**config.mk**
```make
export PLATFORM = sky130hd
export DESIGN_NAME = alu_result_uart_tx
export DESIGN_NICKNAME = d
export VERILOG_FILES = /design/src/rtl/alu_result_uart_tx.sv
export SDC_FILE = /design/constraint.sdc
export NUM_CORES = 1
export LEC_CHECK = 0
export ABC_AREA = 1
export ABC_CLOCK_PERIOD_IN_PS = 4000
export CAP_MARGIN = 20
export CELL_PAD_IN_SITES_DETAIL_PLACEMENT = 0
export CELL_PAD_IN_SITES_GLOBAL_PLACEMENT = 1
export CORE_UTILIZATION = 41
export CTS_CLUSTER_DIAMETER = 60
export DETAILED_ROUTE_END_ITERATION = 8
export PLACE_DENSITY_LB_ADDON = 0.1
export SYNTH_ARGS = -nofsm -noshare
export SYNTH_HDL_FRONTEND = slang
export SYNTH_SLANG_ARGS = --single-unit
export TNS_END_PERCENT = 30
```
**constraint.sdc**
```tcl
create_clock -name clk -period 4 [get_ports clk]
set_input_delay 0.4 -clock clk [delete_from_list [all_inputs] [get_ports clk]]
set_output_delay 0.4 -clock clk [all_outputs]
set_load 0.005 [all_outputs]
```
**src/rtl/alu_result_uart_tx.sv**
```systemverilog
// ALU result capture FIFO feeding a UART 8N1 transmitter (LSB first, idle-high line).
// One spare output pin carries each buffered result byte to an off-chip host.
module alu_result_uart_tx #(
  parameter int unsigned CLKS_PER_BIT = 16,
  parameter int unsigned DEPTH        = 4,
  parameter int unsigned CW           = 3
) (
  input  logic          clk,
  input  logic          rst_n,
  input  logic [7:0]    res_data,
  input  logic          res_valid,
  output logic          res_ready,
  input  logic          clr_ovf,
  output logic          tx,
  output logic          busy,
  output logic [CW-1:0] fifo_count,
  output logic          overflow
);

  localparam int unsigned    PW      = (DEPTH > 1) ? $clog2(DEPTH) : 1;
  localparam logic [15:0]    BaudMax = 16'(CLKS_PER_BIT - 1);
  localparam logic [CW-1:0]  Full    = CW'(DEPTH);

  typedef enum logic [1:0] {StIdle, StStart, StData, StStop} state_e;

  state_e          state_q, state_d;
  logic [15:0]     baud_q, baud_d;
  logic [2:0]      bit_idx_q, bit_idx_d;
  logic [7:0]      shift_q, shift_d;
  logic            tx_q, tx_d;
  logic [PW-1:0]   wr_ptr_q, wr_ptr_d;
  logic [PW-1:0]   rd_ptr_q, rd_ptr_d;
  logic [CW-1:0]   count_q, count_d;
  logic            overflow_q, overflow_d;
  logic [7:0]      mem_q [DEPTH];
  logic            push, pop;

  assign res_ready  = (count_q != Full);
  assign push       = res_valid && res_ready;
  assign tx         = tx_q;
  assign busy       = (state_q != StIdle);
  assign fifo_count = count_q;
  assign overflow   = overflow_q;

  // Transmit FSM; tx_d is the line level for the state being entered.
  always_comb begin
    state_d   = state_q;
    baud_d    = baud_q;
    bit_idx_d = bit_idx_q;
    shift_d   = shift_q;
    tx_d      = tx_q;
    pop       = 1'b0;
    unique case (state_q)
      StIdle: begin
        tx_d = 1'b1;
        if (count_q != '0) begin
          pop       = 1'b1;
          shift_d   = mem_q[rd_ptr_q];
          state_d   = StStart;
          baud_d    = '0;
          bit_idx_d = '0;
          tx_d      = 1'b0;
        end
      end
      StStart: begin
        if (baud_q == BaudMax) begin
          baud_d  = '0;
          state_d = StData;
          tx_d    = shift_q[0];
        end else begin
          baud_d = baud_q + 16'd1;
        end
      end
      StData: begin
        if (baud_q == BaudMax) begin
          baud_d = '0;
          if (bit_idx_q == 3'd7) begin
            state_d = StStop;
            tx_d    = 1'b1;
          end else begin
            shift_d   = {1'b0, shift_q[7:1]};
            bit_idx_d = bit_idx_q + 3'd1;
            tx_d      = shift_q[1];
          end
        end else begin
          baud_d = baud_q + 16'd1;
        end
      end
      StStop: begin
        if (baud_q == BaudMax) begin
          baud_d  = '0;
          state_d = StIdle;
          tx_d    = 1'b1;
        end else begin
          baud_d = baud_q + 16'd1;
        end
      end
    endcase
  end

  always_comb begin
    wr_ptr_d = wr_ptr_q;
    rd_ptr_d = rd_ptr_q;
    count_d  = count_q;
    if (push) wr_ptr_d = wr_ptr_q + PW'(1);
    if (pop)  rd_ptr_d = rd_ptr_q + PW'(1);
    if (push && !pop) begin
      count_d = count_q + CW'(1);
    end else if (pop && !push) begin
      count_d = count_q - CW'(1);
    end
    // A drop while full takes priority over a same-cycle clear.
    if (res_valid && !res_ready) begin
      overflow_d = 1'b1;
    end else if (clr_ovf) begin
      overflow_d = 1'b0;
    end else begin
      overflow_d = overflow_q;
    end
  end

  always_ff @(posedge clk or negedge rst_n) begin
    if (!rst_n) begin
      state_q    <= StIdle;
      baud_q     <= '0;
      bit_idx_q  <= '0;
      shift_q    <= '0;
      tx_q       <= 1'b1;
      wr_ptr_q   <= '0;
      rd_ptr_q   <= '0;
      count_q    <= '0;
      overflow_q <= 1'b0;
    end else begin
      state_q    <= state_d;
      baud_q     <= baud_d;
      bit_idx_q  <= bit_idx_d;
      shift_q    <= shift_d;
      tx_q       <= tx_d;
      wr_ptr_q   <= wr_ptr_d;
      rd_ptr_q   <= rd_ptr_d;
      count_q    <= count_d;
      overflow_q <= overflow_d;
    end
  end

  // Storage needs no reset: entries are only read after being written.
  always_ff @(posedge clk) begin
    if (push) mem_q[wr_ptr_q] <= res_data;
  end

endmodule

```
==> flow_summary.toml <==
[status]
status = "complete, no violations"

[worst_setup_path]
critPathLaunchType = "flip-flop"
crit_start = "state_q[1]"
crit_type = "flip-flop to primary output"
required_ns = 3.60
critPathMaxFanout = 10
r2r_cells = 7
crit_arrival_ns = 1.96
endpoint = "busy"
timing.rr.start = "state_q[1]"
timing.rr.end = "fifo_count[1]"
worstSetupEndpointType = "primary output"
r2r_slack_ns = 1.76

[clock_network]
cts_setup_buffers = 0
clk_pin_slew_ns = 0.09
clock_tree.buffer_depth = 2
cts_root_buffer = "clkbuf_8"
cts.sinks = 70
cts_max_level = 3
cts_hold_buf = 0
cts_buffers = 9
cts_tree = "yes"
clock_latency_ns = 0.35
cts_resized = 0

[place]
routabilityCongestion = 0.7874
placed_area_sq_um = 3715
placed_cells = 503
hpwl_mm = 4.974
pre_cts_ws_ns = 1.705
portBuffers = 18

[timing]
maxSlewViolCount = 0
clock_skew_ns = 0.01985
period_needed_ns = 2.365
timing.final.ws_setup_ns = 1.635
rsz0062_at_grt = "no"
hold_violations = 0
relSlewSlack = 0.3957
timing.fmax_mhz = 422.9
setup_violations = 0
tns_ns = 0
period_share = 0.5912
worst_slew_pin_slew_ns = 0.9064
hold_slack_ns = 0.1830

[route]
drc = 0
drt_wl_total_mm = 7.112
viasPerCell = 4.902
drt-initial-drc-count = 80
routedWlPerCell_microns = 13.70
firstDrtPassIters = 4
dr_total_vias = 2544
ant_nets = 0

[pwr]
power_density_nw_per_um2 = 440.0
p_int_mw = 1.254
power_mw = 1.721
p_switching_mw = 0.4669
switching_share = 0.2714
clock_power_share = 0.332
vdd_drop_max_v = 0.0002537
pwr-share-seq = 0.524
leakage_nw = 1.748
power_frac_comb = 0.145

[global_routing]
grt_use_total = 0.1755
antenna_found_initial = 0
grt_pass1_vias = 2372
grt_max_degree = 39
grt_first_pass_wirelength_mm = 11.70
overflow = 0

[logic_synthesis]
ys_types = 31
synth_fp_nets = 416
synth_top_area_share = 0.2763
netlist_area_sq_um = 3478
synth_most_common_cell = "nand2_1"
yosysTopAreaCell = "edfxtp_1"
yosysWarnings = 0
synth_seq_area_share = 0.5500
synthTopCellsByCount = "nand2_1 (126), nand3_1 (57), dfrtp_1 (37), inv_1 (36), edfxtp_1 (32)"
synth_cells = 391
synth-seq-cells = 70
synth_flop_cell = "dfrtp_1"
synth_area_per_cell_sq_um = 8.896
synthArstFlopShare = 0.5429
synth_edf_count = 32
yosys-top-cells-area = "edfxtp_1 (28%), dfrtp_1 (27%), nand2_1 (14%)"

[finish]
stdcell_area_sq_um = 3911
drive_above_1_share = 0.07729
antenna_cells = 0
syn_to_final_growth_pct = 12.45
final_util = 0.4760
finish.cell_count_without_fillers = 519
final_net_count = 434

[die]
rows = 33
die_h_microns = 94.11
fp.dieW_microns = 94.11
num_io_pins = 19
die-area_sq_um = 8856
initial_core_util = 0.4233
core_area_sq_um = 8217

[run]
drv_cap = 0

[min_path]
hp-class = "input pin to asynchronous set/reset pin"
-- routing by layer --
layer  share of wire  global-route usage  wire (microns)  vias up
met3           0.018             0.02913             126       10
met2            0.47              0.2853            3374       23
met5               0                   0               0        -
met4           0.011             0.05769              80        0
met1            0.50              0.2376            3530     1195
li1                -                   -               -     1316
-- worst max-delay path: stages, from the launching register on --
cell	delay [ns]
dfrtp_1	0.41
inv_1	0.08
ha_1	0.33
inv_2	0.26
clkdlybuf4s50_1	0.54
-- state kept, by name (all words and copies together) (netlist names), 2 cells and up --
name and cells:
fifo_count 3, shift_q 8, rd_ptr_q 2, baud_q 16
state_q 2, wr_ptr_q 2, mem_q 32, bit_idx_q 3
-- cells in the final DEF, fill, tap and decap left out, drive strengths merged --
master         count
nand2            128
nand3             60
inv               39
dfrtp             37
edfxtp            32
nor2              31
clkdlybuf4s50     17
o21ai             15
ha                12
clkbuf             9
xor2               6
a21oi              4
nand4              4
o22ai              3
clkinv             3
clkinvlp           2
or3                1
and2               1
nor3               1
o21bai             1
mux2               1
xnor2              1
or2                1
a32o               1
fa                 1
bufinv             1
buf                1
dfstp              1
-- cell families after synthesis --
logic type,synth area share
flops,0.5500
buf+inv,0.06115
compound gates,0.03777
xor+xnor,0.01763
simple gates,0.2813
fa+ha+maj,0.04892
mux,0.003237
-- how the worst min path moves through the flow --
stage / start / end / cells after the start
floorplan: rst_n / baud_q[0] / 0
global placement: shift_q[7] / shift_q[7] / 2
detailed placement: shift_q[2] / shift_q[2] / 2
CTS: rst_n / baud_q[0] / 1
global route: rst_n / baud_q[10] / 1
finish: rst_n / baud_q[0] / 1
-- power groups by stage --
stage,logic (mW),clock network (mW),registers [mW]
after floorplan,0.144,0,0.908
after global placement,0.251,0,0.915
after detailed placement,0.255,0,0.917
after CTS,0.255,0.584,0.903
after global routing,0.282,0.616,0.912
final,0.249,0.571,0.901
-- area by class of cell --
type	instances	area, sq um
clock inverters	7	72.57
repair buffers	18	175.2
clock buffers	9	123.9
multi-input cells	272	1353
flip-flops and latches	70	1913
well taps	105	131.4
inverters	38	142.6
fillers	830	4305
Power figures use the tool's default switching activity.
